$ cat config.mk
export PLATFORM = sky130hd
export DESIGN_NAME = alarm_scheduler_flat
export DESIGN_NICKNAME = d
export VERILOG_FILES = /design/src/rtl/alarm_pkg.sv /design/src/rtl/alarm_scheduler_if.sv /design/src/rtl/alarm_fifo.sv /design/src/rtl/alarm_scheduler.sv /design/src/flat_wrapper.sv
export SDC_FILE = /design/constraint.sdc
export NUM_CORES = 1
export LEC_CHECK = 0
export BUFFER_PORTS_ARGS = -buffer_cell sky130_fd_sc_hd__buf_2
export CAP_MARGIN = 0
export CORE_MARGIN = 3
export CORE_UTILIZATION = 50
export CTS_BUF_LIST = sky130_fd_sc_hd__clkbuf_2
export DETAILED_ROUTE_END_ITERATION = 8
export GPL_TIMING_DRIVEN = 0
export PLACE_DENSITY = 0.84
export SETUP_SLACK_MARGIN = 0.4
export SYNTH_ARGS = -nofsm -noshare
export SYNTH_HDL_FRONTEND = slang
export SYNTH_SLANG_ARGS = --single-unit
$ cat constraint.sdc
create_clock -name clk_i -period 7.69 [get_ports clk_i]
set_clock_uncertainty 0.15 [all_clocks]
set_input_delay 1.538 -clock clk_i [delete_from_list [all_inputs] [get_ports clk_i]]
set_output_delay 1.538 -clock clk_i [all_outputs]
set_load 0.005 [all_outputs]
$ cat src/rtl/alarm_pkg.sv
// Shared types and helpers for the alarm scheduler: data width, FSM states
// and the modular "already passed" test.
package alarm_pkg;

  localparam int ALARM_W = 32;

  typedef enum logic [1:0] {
    EMPTY = 2'd0,
    ARMED = 2'd1,
    GUARD = 2'd2
  } alarm_state_e;

  // Head is late when (head - counter) is negative in modulo-2^32 arithmetic,
  // so times up to 2^31-1 ahead stay valid across the counter wrap.
  function automatic logic is_late(input logic [ALARM_W-1:0] head,
                                   input logic [ALARM_W-1:0] counter);
    logic [ALARM_W-1:0] diff;
    diff = head - counter;
    return diff[ALARM_W-1];
  endfunction

endpackage

$ cat src/rtl/alarm_scheduler_if.sv
// Host/generator-facing signal bundle of the alarm scheduler. The scheduler
// takes the master side; host, counter and generator take the slave side.
interface alarm_scheduler_if
  import alarm_pkg::*;
#(
  parameter int DEPTH = 4,
  parameter int CNT_W = 16
) ();

  localparam int LVL_W = $clog2(DEPTH) + 1;

  logic               push_valid_i;
  logic [ALARM_W-1:0] push_time_i;
  logic               push_ready_o;
  logic [ALARM_W-1:0] counter_i;
  logic               alarm_en_o;
  logic [ALARM_W-1:0] alarm_o;
  logic               alarm_hit_i;
  logic               irq_o;
  logic               irq_ack_i;
  logic               late_o;
  logic [CNT_W-1:0]   fired_cnt_o;
  logic [LVL_W-1:0]   level_o;

  modport master (
    input  push_valid_i, push_time_i, counter_i, alarm_hit_i, irq_ack_i,
    output push_ready_o, alarm_en_o, alarm_o, irq_o, late_o, fired_cnt_o, level_o
  );

  modport slave (
    output push_valid_i, push_time_i, counter_i, alarm_hit_i, irq_ack_i,
    input  push_ready_o, alarm_en_o, alarm_o, irq_o, late_o, fired_cnt_o, level_o
  );

endinterface

$ cat src/rtl/alarm_fifo.sv
// DEPTH x ALARM_W synchronous FIFO with combinational head, level and
// full/empty flags; pushes when full and pops when empty are dropped.
module alarm_fifo
  import alarm_pkg::*;
#(
  parameter int DEPTH = 4
) (
  input  logic                       clk_i,
  input  logic                       rst_an_i,
  input  logic                       rst_i,
  input  logic                       push,
  input  logic [ALARM_W-1:0]         push_data,
  input  logic                       pop,
  output logic [ALARM_W-1:0]         head,
  output logic [$clog2(DEPTH):0]     level,
  output logic                       full,
  output logic                       empty
);

  localparam int AW = $clog2(DEPTH);
  localparam int LW = AW + 1;

  logic [ALARM_W-1:0] mem [DEPTH];
  logic [AW-1:0]      wr_ptr;
  logic [AW-1:0]      rd_ptr;
  logic [LW-1:0]      count;
  logic               do_push;
  logic               do_pop;

  assign full    = (count == LW'(DEPTH));
  assign empty   = (count == '0);
  assign do_push = push && !full;
  assign do_pop  = pop && !empty;

  // NOTE: sequential state uses non-blocking assignments so every register
  // samples pre-edge values regardless of statement order.
  always_ff @(posedge clk_i or negedge rst_an_i) begin
    if (!rst_an_i) begin
      wr_ptr <= '0;
      rd_ptr <= '0;
      count  <= '0;
    end else if (rst_i) begin
      wr_ptr <= '0;
      rd_ptr <= '0;
      count  <= '0;
    end else begin
      if (do_push) wr_ptr <= wr_ptr + AW'(1);
      if (do_pop)  rd_ptr <= rd_ptr + AW'(1);
      count <= count + LW'(do_push) - LW'(do_pop);
    end
  end

  // NOTE: storage is left unreset; stale entries are never observable because
  // the head is masked to zero whenever the queue is empty.
  always_ff @(posedge clk_i) begin
    if (do_push) mem[wr_ptr] <= push_data;
  end

  assign head  = empty ? '0 : mem[rd_ptr];
  assign level = count;

endmodule

$ cat src/rtl/alarm_scheduler.sv
// Queues alarm times, arms the generator with the oldest one, retires it on a
// hit (irq + fired count) or when the counter has already passed it (late).
module alarm_scheduler
  import alarm_pkg::*;
#(
  parameter int DEPTH = 4,
  parameter int CNT_W = 16
) (
  input  logic                clk_i,
  input  logic                rst_an_i,
  input  logic                rst_i,
  alarm_scheduler_if.master   bus
);

  localparam int LW = $clog2(DEPTH) + 1;

  alarm_state_e       state_q;
  alarm_state_e       state_d;
  logic [ALARM_W-1:0] head;
  logic [LW-1:0]      level;
  logic               fifo_full;
  logic               fifo_empty;
  logic               push_acc;
  logic               hit;
  logic               late_drop;
  logic               pop;
  logic               irq_q;
  logic               late_q;
  logic [CNT_W-1:0]   fired_q;

  assign push_acc  = bus.push_valid_i && !fifo_full;
  // Hit wins over late: it lands one cycle after counter==head, when the
  // modular difference already reads -1.
  assign hit       = (state_q == ARMED) && bus.alarm_hit_i;
  assign late_drop = (state_q == ARMED) && !bus.alarm_hit_i && !fifo_empty
                     && is_late(head, bus.counter_i);
  assign pop       = hit || late_drop;

  alarm_fifo #(.DEPTH(DEPTH)) u_fifo (
    .clk_i     (clk_i),
    .rst_an_i  (rst_an_i),
    .rst_i     (rst_i),
    .push      (bus.push_valid_i),
    .push_data (bus.push_time_i),
    .pop       (pop),
    .head      (head),
    .level     (level),
    .full      (fifo_full),
    .empty     (fifo_empty)
  );

  // NOTE: state_d gets a default before the case so no path infers a latch.
  always_comb begin
    state_d = state_q;
    case (state_q)
      EMPTY:   if (push_acc) state_d = ARMED;
      ARMED:   if (pop)      state_d = GUARD;
      // One disarmed cycle flushes the generator's registered compare of the
      // retired head; a push landing here must still re-arm.
      GUARD:   state_d = (level != '0 || push_acc) ? ARMED : EMPTY;
      default: state_d = EMPTY;
    endcase
  end

  always_ff @(posedge clk_i or negedge rst_an_i) begin
    if (!rst_an_i) begin
      state_q <= EMPTY;
      irq_q   <= 1'b0;
      late_q  <= 1'b0;
      fired_q <= '0;
    end else if (rst_i) begin
      state_q <= EMPTY;
      irq_q   <= 1'b0;
      late_q  <= 1'b0;
      fired_q <= '0;
    end else begin
      state_q <= state_d;
      if (hit)                  irq_q <= 1'b1;
      else if (bus.irq_ack_i)   irq_q <= 1'b0;
      if (hit && fired_q != '1) fired_q <= fired_q + CNT_W'(1);
      if (late_drop)            late_q <= 1'b1;
    end
  end

  assign bus.push_ready_o = !fifo_full;
  assign bus.alarm_en_o   = (state_q == ARMED);
  assign bus.alarm_o      = head;
  assign bus.irq_o        = irq_q;
  assign bus.late_o       = late_q;
  assign bus.fired_cnt_o  = fired_q;
  assign bus.level_o      = level;

endmodule

$ cat src/flat_wrapper.sv
// flat-port wrapper written by rule: the top's interface ports become plain ports
module alarm_scheduler_flat import alarm_pkg::*;
#(
  parameter int DEPTH = 4,
  parameter int CNT_W = 16
)
  (clk_i, rst_an_i, rst_i, bus_push_valid_i, bus_push_time_i, bus_counter_i, bus_alarm_hit_i, bus_irq_ack_i, bus_push_ready_o, bus_alarm_en_o, bus_alarm_o, bus_irq_o, bus_late_o, bus_fired_cnt_o, bus_level_o);
  alarm_scheduler_if #(.DEPTH(DEPTH), .CNT_W(CNT_W)) bus_i ();
  input  logic clk_i;
  input  logic rst_an_i;
  input  logic rst_i;
  input wire logic [$bits(bus_i.push_valid_i)-1:0] bus_push_valid_i;
  input wire logic [$bits(bus_i.push_time_i)-1:0] bus_push_time_i;
  input wire logic [$bits(bus_i.counter_i)-1:0] bus_counter_i;
  input wire logic [$bits(bus_i.alarm_hit_i)-1:0] bus_alarm_hit_i;
  input wire logic [$bits(bus_i.irq_ack_i)-1:0] bus_irq_ack_i;
  output wire logic [$bits(bus_i.push_ready_o)-1:0] bus_push_ready_o;
  output wire logic [$bits(bus_i.alarm_en_o)-1:0] bus_alarm_en_o;
  output wire logic [$bits(bus_i.alarm_o)-1:0] bus_alarm_o;
  output wire logic [$bits(bus_i.irq_o)-1:0] bus_irq_o;
  output wire logic [$bits(bus_i.late_o)-1:0] bus_late_o;
  output wire logic [$bits(bus_i.fired_cnt_o)-1:0] bus_fired_cnt_o;
  output wire logic [$bits(bus_i.level_o)-1:0] bus_level_o;
  assign bus_i.push_valid_i = bus_push_valid_i;
  assign bus_i.push_time_i = bus_push_time_i;
  assign bus_i.counter_i = bus_counter_i;
  assign bus_i.alarm_hit_i = bus_alarm_hit_i;
  assign bus_i.irq_ack_i = bus_irq_ack_i;
  assign bus_push_ready_o = bus_i.push_ready_o;
  assign bus_alarm_en_o = bus_i.alarm_en_o;
  assign bus_alarm_o = bus_i.alarm_o;
  assign bus_irq_o = bus_i.irq_o;
  assign bus_late_o = bus_i.late_o;
  assign bus_fired_cnt_o = bus_i.fired_cnt_o;
  assign bus_level_o = bus_i.level_o;
  alarm_scheduler #(.DEPTH(DEPTH), .CNT_W(CNT_W)) u_core (.clk_i(clk_i), .rst_an_i(rst_an_i), .rst_i(rst_i), .bus(bus_i));
endmodule
==> flow_metrics.env <==
export IMPL_place_congestion=0.812
export IMPL_hold_path_class="reg -> reg"
export IMPL_cellLeakagePower_uw=0.00332
export IMPL_fin_crit_sh=0.773
export IMPL_cts_root_buf="clkbuf_2"
export IMPL_synth_cell_type_count=46
export IMPL_drc_errors=0
export IMPL_core_area_um2=13600
export IMPL_grt_usage=0.199
export IMPL_cts_tree="yes"
export IMPL_grt_pass1_vias=4635
export IMPL_wire_per_inst_um=19.0
export IMPL_detail_route_antenna_nets=0
export IMPL_grt_overflow=0
export IMPL_ys_async_sr_fraction=0.174
export IMPL_worst_ep_arrival_time_ps=6350
export IMPL_status="finished, final reports clean"
export IMPL_synth_edf_count=128
export IMPL_vdd_ir_drop_max_mv=0.159
export IMPL_rsz0062_at_grt="no"
export IMPL_required_ps=8100
export IMPL_cts_buffer_depth=2
export IMPL_dr_max_layer_used="met5"
export IMPL_drive_gt1_frac=0.317
export IMPL_wirelength_um=15200
export IMPL_vias=4455
export IMPL_cts_buffers=17
export IMPL_nets=718
export IMPL_yosysWarnings=0
export IMPL_yosysMostFrequentCell="edfxtp_1"
export IMPL_cts_clk_slew_worst_paths_ps=200
export IMPL_synth_common_cells="edfxtp_1 (128), inv_1 (41), ha_1 (37)"
export IMPL_initial_core_util=0.523
export IMPL_synthCells=468
export IMPL_cts_sinks=155
export IMPL_drtIter0Drc=264
export IMPL_cp_start_kind="flop"
export IMPL_pin_count=125
export IMPL_antenna_found_initial=4
export IMPL_routed_wl_met2_um=7760
export IMPL_worst_slew_pin_slew_ps=916
export IMPL_die_h_um=125
export IMPL_area_delta_synth_final_pct=15.0
export IMPL_cts_resized=0
export IMPL_post_cts_buffers=0
export IMPL_power_density_nw_per_um2=281
export IMPL_clk_insertion_delay_late_ps=710
export IMPL_ys_seq_area_frac=0.637
export IMPL_hold_slack_ps=353
export IMPL_grt_pass1_wl_um=24200
export IMPL_hold_buffers=0
export IMPL_cp_end_kind="flop"
export IMPL_die_area_um2=15600
export IMPL_rows=42
export IMPL_hpwlAfterDp_um=10900
export IMPL_netlist_area_um2=7090
export IMPL_slew_limit_headroom=0.390
export IMPL_n_fill_cell=1041
export IMPL_grt_start_max_net_pins=33
export IMPL_cp_max_fo=10
export IMPL_timing_fmax_mhz=168
export IMPL_maxSlewViolCount=0
export IMPL_ys_ff_latch=155
export IMPL_first_pass_iters=7
export IMPL_setup_violations=0
export IMPL_via_per_inst=5.58
export IMPL_synth_area_leaders="edfxtp_1 (54%), mux4_2 (10%), dfrtp_1 (9.5%)"
export IMPL_yosys_area_top_type="edfxtp_1"
export IMPL_yosysTopAreaCellShare=0.542
export IMPL_fin_tns_setup_ps=0
export IMPL_route_met3_wl_um=1060
export IMPL_path_class="reg -> reg"
export IMPL_syn_nets=576
export IMPL_dieWidth_um=125
export IMPL_hold_viol_final=0
export IMPL_htreeDepth=4
export IMPL_min_period_ps=5950
export IMPL_avgSynthCellArea_um2=15.1
export IMPL_met1_length_um=6020
export IMPL_io_buffers=123
export IMPL_synth_ff_type="edfxtp_1"
export IMPL_drv_cap=0
export IMPL_diodes=0
## path summary, 6_finish.rpt
| check | start | endpoint | slack [ps] | cells past startpoint |
|---|---|---|---|---|
| max | u_core.u_fifo.rd_ptr[0] | u_core.u_fifo.level[2] | 1740 | 19 |
| max in group asynchronous | rst_an_i | u_core.u_fifo.wr_ptr[0] | 6290 | 1 |
| min in group asynchronous | rst_an_i | u_core.state_q[1] | 660 | 1 |
| max reg2reg | u_core.u_fifo.rd_ptr[0] | u_core.u_fifo.level[2] | 1740 | 19 |
| min reg2reg | u_core.state_q[0] | u_core.state_q[0] | 350 | 1 |
| min | u_core.state_q[0] | u_core.state_q[0] | 350 | 1 |
## critical path, cell delays in order, from the launching register on
cell       delay [ps]
dfrtp_1           360
buf_2             260
buf_1             700
mux4_2            590
and2_1            210
ha_1              330
nand4_1           200
or4_1             650
nor4_1            320
o2bb2ai_1         350
nor4b_2           140
a211oi_4          290
ha_1              280
inv_1              60
ha_1              130
inv_1              50
fa_1              380
xor2_1            180
xnor2_1           130
nor2_1             50
## report_power, final
group / internal [uW] / switching [uW]
logic: 362 / 467
registers: 1000 / 29.5
clock network: 154 / 275
total: 1520 / 771
## placed cells by master (no fill, tap or decap), drive strengths merged, types with 3 or more instances in the layout
| master | count |
|---|---|
| buf | 130 |
| edfxtp | 128 |
| inv | 43 |
| ha | 37 |
| and2 | 33 |
| clkbuf | 33 |
| mux4 | 32 |
| nor2 | 28 |
| dfrtp | 27 |
| nand2 | 17 |
| a21oi | 12 |
| nand4 | 10 |
| xor2 | 10 |
| nor2b | 8 |
| o21ai | 8 |
| xnor2 | 7 |
| nand3 | 6 |
| or3 | 5 |
| and3 | 5 |
| clkinv | 5 |
| a211oi | 4 |
| o211ai | 3 |
## state kept, by name (all words and copies together), names as in the netlist
| name | flops |
|---|---|
| u_core.bus.fired_cnt_o | 16 |
| u_core.bus.irq_o | 1 |
| u_core.bus.late_o | 1 |
| u_core.state_q | 2 |
| u_core.u_fifo.level | 3 |
| u_core.u_fifo.mem | 128 |
| u_core.u_fifo.rd_ptr | 2 |
| u_core.u_fifo.wr_ptr | 2 |
## kinds of logic after synthesis
kind of cell	synth area share
AOI/OAI and AO/OA	0.0388
xor gates and xnor gates	0.0210
adders and majority gates	0.0681
buffers and inverters	0.0319
DFF	0.637
muxes	0.108
and+or+nand+nor	0.0944
## metal layers
metal | track usage | vias to the layer above
met2 | 0.333 | 163
met5 | 0 | -
met3 | 0.0640 | 38
li1 | - | 2037
met4 | 0.0702 | 8
met1 | 0.245 | 2209
## area by class of cell
type / count / area [um^2] / area share
Buffer: 19 / 72.6 / 0.00890
Clock buffer: 21 / 105 / 0.0129
Clock inverter: 10 / 118 / 0.0144
Inverter: 41 / 154 / 0.0189
Multi-Input combinational cell: 253 / 2350 / 0.288
Sequential cell: 155 / 4520 / 0.554
Tap cell: 176 / 220 / 0.0270
Timing Repair Buffer: 123 / 616 / 0.0755
## metrics by stage
stage                     instances  total power, uW  instance area [um^2]  setup WS [ps]   util
after floorplan                 468             1560                  7090           2630      -
after global placement          767             1850                  7930           1860  0.585
after detailed placement        767             1880                  7930           1690  0.585
after CTS                       798             2310                  8150           1660  0.601
after global routing            798             2430                  8150           1290  0.601
final                           798             2290                  8150           1740  0.601
Power figures use the tool's default switching activity.
